## src/rtl/serial_pkg.sv

```systemverilog
// Shared definitions for the bit-serial adder: FSM state encoding and a
// constant log2 helper used to size the bit counter.
package serial_pkg;

    typedef enum logic [1:0] {
        ST_IDLE = 2'b00,
        ST_RUN  = 2'b01,
        ST_DONE = 2'b10
    } state_t;

    function automatic int unsigned clog2(input int unsigned value);
        int unsigned result;
        int unsigned rem;
        result = 0;
        rem    = value - 1;
        while (rem > 0) begin
            result = result + 1;
            rem    = rem >> 1;
        end
        return result;
    endfunction

endpackage

```

## src/rtl/serial_adder_fa.sv

```systemverilog
// Single full-adder cell; the bit-serial adder steps one operand bit
// pair plus the fed-back carry through it each clock.
module serial_adder_fa (
    input  logic a,
    input  logic b,
    input  logic c,
    output logic sum,
    output logic carry
);

    assign sum   = a ^ b ^ c;
    assign carry = (a & b) | (a & c) | (b & c);

endmodule

```

## src/rtl/serial_adder.sv

```systemverilog
// Bit-serial WIDTH-bit adder: operands are shifted LSB-first through one
// full-adder cell, with its carry registered back into the cell's carry input.
module serial_adder
    import serial_pkg::*;
#(
    parameter int unsigned WIDTH = 8
) (
    input  logic             clk,
    input  logic             rst_n,
    input  logic             start,
    input  logic [WIDTH-1:0] a_in,
    input  logic [WIDTH-1:0] b_in,
    input  logic             cin,
    output logic             busy,
    output logic             done,
    output logic [WIDTH-1:0] sum_out,
    output logic             cout
);

    localparam int unsigned CW = clog2(WIDTH);

    state_t           r_state;
    state_t           w_next;
    logic [WIDTH-1:0] r_a;
    logic [WIDTH-1:0] r_b;
    logic [WIDTH-1:0] r_res;
    logic             r_carry;
    logic [CW-1:0]    r_cnt;
    logic             w_sum;
    logic             w_carry;
    logic             w_last;
    logic [WIDTH-1:0] w_res_next;

    serial_adder_fa u_fa (
        .a     (r_a[0]),
        .b     (r_b[0]),
        .c     (r_carry),
        .sum   (w_sum),
        .carry (w_carry)
    );

    assign w_last     = (r_cnt == CW'(WIDTH - 1));
    // Each new sum bit enters at the MSB, so after WIDTH steps bit 0 sits at the LSB.
    assign w_res_next = {w_sum, r_res[WIDTH-1:1]};

    always_ff @(posedge clk or negedge rst_n) begin
        if (!rst_n) begin
            r_state <= ST_IDLE;
        end else begin
            r_state <= w_next;
        end
    end

    always_comb begin
        w_next = r_state;
        case (r_state)
            ST_IDLE: if (start)  w_next = ST_RUN;
            ST_RUN:  if (w_last) w_next = ST_DONE;
            ST_DONE:             w_next = ST_IDLE;
            default:             w_next = ST_IDLE;
        endcase
    end

    always_ff @(posedge clk or negedge rst_n) begin
        if (!rst_n) begin
            r_a     <= '0;
            r_b     <= '0;
            r_res   <= '0;
            r_carry <= 1'b0;
            r_cnt   <= '0;
            sum_out <= '0;
            cout    <= 1'b0;
        end else begin
            case (r_state)
                ST_IDLE: begin
                    if (start) begin
                        r_a     <= a_in;
                        r_b     <= b_in;
                        r_carry <= cin;
                        r_res   <= '0;
                        r_cnt   <= '0;
                    end
                end
                ST_RUN: begin
                    r_a     <= r_a >> 1;
                    r_b     <= r_b >> 1;
                    r_res   <= w_res_next;
                    r_carry <= w_carry;
                    if (w_last) begin
                        sum_out <= w_res_next;
                        cout    <= w_carry;
                    end else begin
                        r_cnt <= r_cnt + 1'b1;
                    end
                end
                default: ;
            endcase
        end
    end

    assign busy = (r_state == ST_RUN);
    assign done = (r_state == ST_DONE);

endmodule

```

## config.mk

```make
export PLATFORM = sky130hd
export DESIGN_NAME = serial_adder
export DESIGN_NICKNAME = d
export VERILOG_FILES = /design/src/rtl/serial_pkg.sv /design/src/rtl/serial_adder_fa.sv /design/src/rtl/serial_adder.sv
export SDC_FILE = /design/constraint.sdc
export NUM_CORES = 1
export LEC_CHECK = 0
export ABC_AREA = 1
export CORE_MARGIN = 2
export CORE_UTILIZATION = 30
export DETAILED_ROUTE_END_ITERATION = 16
export PLACE_DENSITY = 0.62
export SLEW_MARGIN = 10
export SYNTH_ARGS = -nofsm -noshare
export SYNTH_HDL_FRONTEND = slang
export SYNTH_SLANG_ARGS = --single-unit
```

## constraint.sdc

```tcl
create_clock -name clk -period 1.2 [get_ports clk]
set_input_delay 0.18 -clock clk [delete_from_list [all_inputs] [get_ports clk]]
set_output_delay 0.18 -clock clk [all_outputs]
set_load 0.005 [all_outputs]
```

# Word-level counts from Yosys, hierarchy flattened
# Index checks and enable logic that the tools add are counted.
# classes
n_eq_ne	6
n_addsub	1
n_bitwise	7
n_reduce_logical	6
muxes	14
# op_table
op	n
$pmux 8 s2	3
$mux 8	3
$mux 3	2
$pmux 3 s2	1
$reduce_and 2->1	3
$mux 2	2
$ne 2x2->1 const B	2
$pmux 2 s2	1
$add 3x1->3 const B	1
$and 1x1->1	3
$eq 3x3->1 const B	1
$reduce_and 3->1	1
$eq 2x1->1 const B	1
$eq 2x2->1 const B	1
$logic_not 2->1	1
$ne 2x1->1 const B	1
$or 1x1->1	2
$pmux 1 s2	1
$reduce_bool 2->1	1
$xor 1x1->1	2
$mux 1	1
# word_totals
word_cells	42
register_bits	39
output_inout_bits	11

# Logic depth before layout (Yosys ltp)
# Gate-level depths: netlist of run 1.
# logic_depth
word_depth	4
ltp_mapped	7

# Modules after synthesis
# Synthesis of run 1 repeated with hierarchy kept, for this count alone.
# unflattened
hier_cells	224
hier_area_um2	1820.5
# by_module_without_submodules
module	area_each_um2	n_inst	cells_per_inst
serial_adder	1800.5	1	223
serial_adder_fa	20.0	1	1

# Least setup slack after synthesis of run 1
# OpenSTA, ideal clock, no wires.
# synth_path
path_kind	reg-to-reg
from	reg r_cnt[0]
to	reg sum_out[6]
setup_time_ns	0.074
setup_slack_ns	-0.025
period_less_slack_ns	1.225
stages_incl_launch_ff	7
t_arrival_ns	1.151
path_cell_list	dfrtp_1 ha_1 ha_1 nand2_4 buf_6 nand2_1 o21ai_2
# synth_via
elab_chain_len	2
# synth_rtl
element	line_no	text
start: declaration	serial_adder.sv:28	logic [CW-1:0] r_cnt;
start signal: assignment	serial_adder.sv:93	r_cnt <= r_cnt + 1'b1;
$eq 3x3->1	serial_adder.sv:42	assign w_last = (r_cnt == CW'(WIDTH - 1));
$reduce_and 2->1 (no line)	--	
end signal: assignment	serial_adder.sv:90	sum_out <= w_res_next;
end: declaration	serial_adder.sv:16	output logic [WIDTH-1:0] sum_out,
# No other way between the ends.
# A chain may end at the register's enable or synchronous reset.

# Worst setup path after layout of run 1
# layout_path
from	reg r_state[1]
to	out busy
# layout_via
elab_chain_len	1
# layout_rtl
element	line_no	text
start: declaration	serial_adder.sv:22	state_t r_state;
start signal: assignment	serial_adder.sv:50	r_state <= w_next;
$eq 2x1->1	serial_adder.sv:101	assign busy = (r_state == ST_RUN);
end: declaration	serial_adder.sv:14	output logic busy,
# No other way between the ends.

==> results of run 1 <==
[metrics by stage]
step	util	instance area, um^2	std cells	worst slack [ps]
after floorplan	-	1842	212	15.63
after global placement	0.3967	2349	329	-127.9
after detailed placement	0.3967	2349	329	-162.9
after CTS	0.4419	2616	347	-71.64
after global routing	0.4651	2754	353	-99.85
final	0.4651	2754	353	-62.64
[Yosys cell counts]
library cell	count	area share
ha_1	2	0.014
o21ai_4	1	0.0088
clkbuf_1	1	0.0020
o21ai_0	4	0.011
buf_4	1	0.0041
inv_2	2	0.0041
nand2_4	3	0.018
nand2_1	104	0.21
fa_1	1	0.011
nand3_1	19	0.052
nor2_1	2	0.0041
nor2_8	1	0.011
dfrtp_1	38	0.52
inv_1	12	0.024
nand2_2	2	0.0068
buf_6	7	0.043
o21ai_2	12	0.057
[cells by family (layout without fill, tap and decap cells)]
group	Yosys count	after routing	share of synthesized area
AO/OA/AOI/OAI	17	17	0.07687
flip-flops	38	38	0.5170
buffers and inverters	23	88	0.07755
adder cells (fa/ha/maj)	3	3	0.02449
AND/OR/NAND/NOR	131	132	0.3041
[sequential cells by signal, summed over array words and instances (netlist names)]
signal / flops
r_a: 8
r_b: 8
sum_out: 8
r_res: 7
r_cnt: 3
r_state: 2
cout: 1
r_carry: 1
[critical path: cells and delay by family (launching register included)]
kind	cells	cell delay [ps]
DFF	1	420
and+or+nand+nor	1	120
buffers and inverters	2	240
[report_power, final]
group / switching (mW) / internal, mW
registers: 0.367 / 1.84
logic: 1.75 / 1.76
clock network: 0.460 / 0.464
total: 2.58 / 4.06
[layer usage]
metal  vias up  global-route usage  wire length, um
met5         -                   0                0
met4         0             0.06000               54
met3         5             0.02717              200
met2        33              0.2403             2200
met1       758              0.1693             1921
li1        790                   -                -
[final timing paths]
kind / slack (ps) / to / start
max: -60 / busy / r_state[1]
min: 330 / sum_out[3] / rst_n
max reg2reg: -50 / sum_out[5] / r_state[1]
min reg2reg: 480 / cout / cout
max in group asynchronous: 400 / r_state[1] / rst_n
min in group clk: 420 / r_a[7] / a_in[7]
[what timing repair did]
action / in CTS / in global routing
endpoints found under the setup margin: 43 / 33
gates resized for setup: 45 / 28
hold endpoints to repair: 14 / 0
hold buffers: 1 / 0
setup buffers: 8 / 6
pin swaps: 8 / 19
cloned: 1 / 0
[area by class of cell]
cell class / instances / area, um^2
Tap cell: 75 / 93.84
Multi-Input combinational cell: 152 / 883.3
Clock inverter: 1 / 5.005
Fill cell: 590 / 3167
Clock buffer: 7 / 86.33
Sequential cell: 38 / 952.2
Inverter: 14 / 52.55
Timing Repair Buffer: 66 / 680.7
==> flow_metrics.py, run 1 <==
metrics = {
    "global_route": {
        "antenna_found_initial": 0,
        "grt_max_degree": 25,
        "grt.overflow.total": 0,
        "grt_pass1_wl_um": 7065,
        "grt_use_total": 0.1397,
        "grt_pass1_vias": 1555,
    },
    "floorplan": {
        "rows": 28,
        "initial_core_util": 0.3107,
        "core-area_mm2": 0.005921,
        "ios": 31,
        "die_area_mm2": 0.006773,
        "die_w_um": 82.30,
        "die_h_um": 82.30,
    },
    "pwr": {
        "p_per_area_mw_per_mm2": 2411,
        "ir_worst_vdd_v": 0.001002,
        "p_leak_nw": 1.388,
        "p_total_mw": 6.640,
    },
    "setup_path": {
        "slowest_stage": "dfrtp_2",
        "critical_path.startpoint_type": "flip-flop",
        "slowest_delay_ps": 420,
        "cp.required_ps": 1020,
        "critPathMaxFanout": 2,
        "cp.arrival_ps": 1080,
        "path_cells": "buf_6, nor2_8, buf_6",
        "path_class": "flip-flop to output pin",
        "cpMostUsedCell": "buf_6",
        "crit_path_end_kind": "output pin",
        "reg2reg_depth": 7,
    },
    "routing": {
        "drc_errors": 0,
        "wire_per_inst_um": 12.40,
        "avgViaCountPerCell": 4.493,
        "drtIter0Drc": 54,
        "ant_nets": 0,
        "via_count": 1586,
        "routed_wl_um": 4377,
        "drt-pass1-iter-count": 4,
    },
    "status": {
        "status": "finished, violations left",
        "violations": "setup timing",
    },
    "timing": {
        "final_hold_viol_count": 0,
        "setup_viol": 23,
        "worst_slack_ps": -62.64,
        "fin_crit_sh": 1.052,
        "skew_ps": 4.606,
        "grt_setup_unrepaired": "true",
        "tightest_slew_ps": 384.9,
        "finalSetupTns_ps": -777.8,
        "maxSlewViolCount": 0,
        "finalCriticalPeriod_ps": 1263,
        "timing.fmax_mhz": 792.0,
        "maxSlewHeadroom": 0.7434,
        "hold_ws_ps": 335.0,
    },
    "synthesis": {
        "syn_area_per_cell_um2": 8.676,
        "syn_inst": 212,
        "seq_area_frac_synth": 0.5170,
        "ys_seq_elements": 38,
        "syn_area_mm2": 0.001839,
        "syn_nets": 235,
        "yosysUniqueCellTypes": 17,
        "ys.warnings.count": 0,
    },
    "min_path": {
        "hp-class": "input pin to asynchronous set/reset pin",
    },
    "clock_network": {
        "root_buffer": "clkbuf_8",
        "clock_path_buffers": 2,
        "cts.clk_slew.worst_paths_ps": 80,
        "cts_num_sinks": 38,
        "tritoncts": "built",
        "htree_levels": 2,
        "clk_latency_ps": 290,
        "cts_made_buffers": 5,
    },
    "flow_run": {
        "max_cap_viol_count": 0,
    },
    "final_layout": {
        "layout-drive-gt1-share": 0.3381,
        "areaGrowthSynthToFinish_pct": 49.73,
        "nets": 300,
        "n_antenna_cell": 0,
        "layout_commonest_cell": "nand2_1",
        "layout_common_cells": "nand2_1, dfrtp_1, nand3_1, clkdlybuf4s50_1, nand2_2",
    },
    "placement": {
        "numPortBuffers": 30,
        "place.gp.congestion": 0.7823,
        "dp_hpwl_um": 2851,
    },
}
No activity file was read; power rests on OpenSTA's default activity.
==> run 2: changes to the inputs <==
--- a/config.mk
+++ b/config.mk
@@ -8,8 +8,10 @@
 export ABC_AREA = 1
 export CORE_MARGIN = 2
 export CORE_UTILIZATION = 30
+export CTS_CLUSTER_SIZE = 16
 export DETAILED_ROUTE_END_ITERATION = 16
 export PLACE_DENSITY = 0.62
+export SETUP_SLACK_MARGIN = 0.3
 export SLEW_MARGIN = 10
 export SYNTH_ARGS = -nofsm -noshare
 export SYNTH_HDL_FRONTEND = slang
==> run 2 against run 1 <==
Against the previous run: wire length shrank 4.7%; clock skew about the same; largest power group unchanged; global-route usage is 0.92 points lower; largest cell class is now multi-input combinational cells; flip-flop and latch count is the same; critical endpoint unchanged; the flow still finishes with violations (setup timing).
==> flow_metrics.py, run 2 (synthesis gave the netlist of run 1 again) <==
metrics = {
    "routing": {
        "top_layer": "met4",
        "drtIter0Drc": 63,
        "avgViaCountPerCell": 4.310,
        "wl_met1_um": 1882,
        "ant_nets": 0,
        "via_count": 1530,
        "drc_errors": 0,
        "routed_wl_um": 4172,
        "drt-pass1-iter-count": 4,
        "wire_per_inst_um": 11.75,
        "route.met2.wl_um": 2074,
        "met3_length_um": 157,
    },
    "global_route": {
        "antenna_found_initial": 0,
        "grt_pass1_wl_um": 6651,
        "grt.overflow.total": 0,
        "grt_pass1_vias": 1448,
        "grt_max_degree": 39,
        "grt_use_total": 0.1305,
    },
    "timing": {
        "final_hold_viol_count": 0,
        "maxSlewViolCount": 0,
        "fin_crit_sh": 1.055,
        "grt_setup_unrepaired": "true",
        "setup_viol": 28,
        "timing.fmax_mhz": 790.3,
        "finalCriticalPeriod_ps": 1265,
        "skew_ps": 4.861,
        "worst_slack_ps": -65.42,
        "maxSlewHeadroom": 0.7889,
        "tightest_slew_ps": 315.6,
        "finalSetupTns_ps": -808.7,
    },
    "pwr": {
        "p_per_area_mw_per_mm2": 2420,
        "p_total_mw": 6.937,
        "p_leak_nw": 1.424,
        "ir_worst_vdd_v": 0.001162,
    },
    "final_layout": {
        "n_antenna_cell": 0,
        "fillers": 569,
        "nets": 302,
        "fin_cells": 355,
        "areaGrowthSynthToFinish_pct": 55.85,
        "finish.utilization": 0.4842,
        "stdcell_area_mm2": 0.002867,
        "layout_common_cells": "nand2_1, dfrtp_1, clkdlybuf4s50_1, buf_4",
        "reg.largest.list": "r_a x8, r_b x8, sum_out x8",
        "layout_commonest_cell": "nand2_1",
        "layout-drive-gt1-share": 0.4321,
    },
    "floorplan": {
        "core-area_mm2": 0.005921,
        "die_w_um": 82.30,
        "die_area_mm2": 0.006773,
        "die_h_um": 82.30,
        "ios": 31,
        "rows": 28,
        "initial_core_util": 0.3107,
    },
    "setup_path": {
        "path_class": "flip-flop to output pin",
        "cpMostUsedCell": "buf_6",
        "cp.arrival_ps": 1090,
        "critical_path.startpoint_type": "flip-flop",
        "slowest_stage": "dfrtp_2",
        "crit_cells": 3,
        "reg2reg_depth": 7,
        "critPathBufInv": 2,
        "slowest_delay_ps": 450,
        "path_cells": "buf_6, nor2_8, buf_6",
        "crit_path_end_kind": "output pin",
        "critical_path.top_delay_family": "flip-flops",
        "cp.required_ps": 1020,
        "critPathMaxFanout": 3,
    },
    "clock_network": {
        "root_buffer": "clkbuf_8",
        "tritoncts": "built",
        "cts.clk_slew.worst_paths_ps": 80,
        "cts_num_sinks": 38,
        "clk_latency_ps": 290,
        "clock_path_buffers": 2,
        "cts_made_buffers": 5,
        "htree_levels": 2,
    },
    "placement": {
        "dp_hpwl_um": 2748,
        "dpl.cell_count": 328,
        "place.gp.congestion": 0.7878,
        "numPortBuffers": 30,
        "dpl_cell_area_mm2": 0.002377,
    },
    "status": {
        "violations": "setup timing",
        "status": "finished, violations left",
    },
    "flow_run": {
        "max_cap_viol_count": 0,
    },
    "min_path": {
        "hp-class": "input pin to asynchronous set/reset pin",
    },
}
[run 2: cell count changes in the layout (fill, tap and decap cells not counted), sizes merged]
| cell | change |
|---|---|
| buf | +9 |
| clkinvlp | +1 |
| dlygate4sd2 | -9 |
| nand2 | +1 |
[run 2: path summary, 6_finish.rpt]
check	endpoint	start	slack [ps]
max in group asynchronous	r_state[1]	rst_n	610
hold / removal	sum_out[3]	rst_n	380
hold reg to reg	r_a[2]	r_a[2]	480
setup reg to reg	sum_out[3]	r_state[1]	-60
setup / recovery	busy	r_state[1]	-70
min in group clk	r_a[7]	a_in[7]	430
[run 2: where the power goes]
part	switching, mW	leakage (nW)	internal (mW)
Combinational	1.91	0.897	1.92
Sequential	0.343	0.481	1.84
Clock	0.455	0.0472	0.462
Total	2.71	1.42	4.23
[run 2: layout make-up]
cell class | instances | area (um^2) | area share
multi-input combinational | 153 | 999.7 | 0.3488
tap | 75 | 93.84 | 0.03274
clock inverter | 2 | 12.51 | 0.004365
sequential | 38 | 953.4 | 0.3326
timing repair buffer | 67 | 659.4 | 0.2300
inverter | 14 | 65.06 | 0.02270
clock buffer | 6 | 82.58 | 0.02881
[run 2: routing by layer]
| metal | vias to the layer above | GRT usage |
|---|---|---|
| met1 | 703 | 0.1667 |
| met4 | 0 | 0.04833 |
| met5 | - | 0 |
| met3 | 6 | 0.03261 |
| li1 | 791 | - |
| met2 | 30 | 0.2129 |
[run 2: metrics by stage]
step / setup slack, ps / hold slack [ps]
after floorplan: 76.68 / -115.6
final: -65.42 / 383.3
after CTS: -63.36 / 391.0
after global routing: -99.96 / 407.3
after detailed placement: -168.3 / 166.8
after global placement: -156.2 / 163.4
[run 2: repair_timing]
action | CTS | global route
gates resized for setup | 61 | 55
hold buffers | 1 | 0
cloned | 1 | 2
setup endpoints to repair | 49 | 49
pin swaps | 2 | 14
setup buffers | 9 | 6
hold endpoints to repair | 38 | 0
[run 2: tightest hold or removal path, cell delays in order]
cell and delay [ps]:
dlygate4sd3_1 520, buf_2 120, buf_12 220
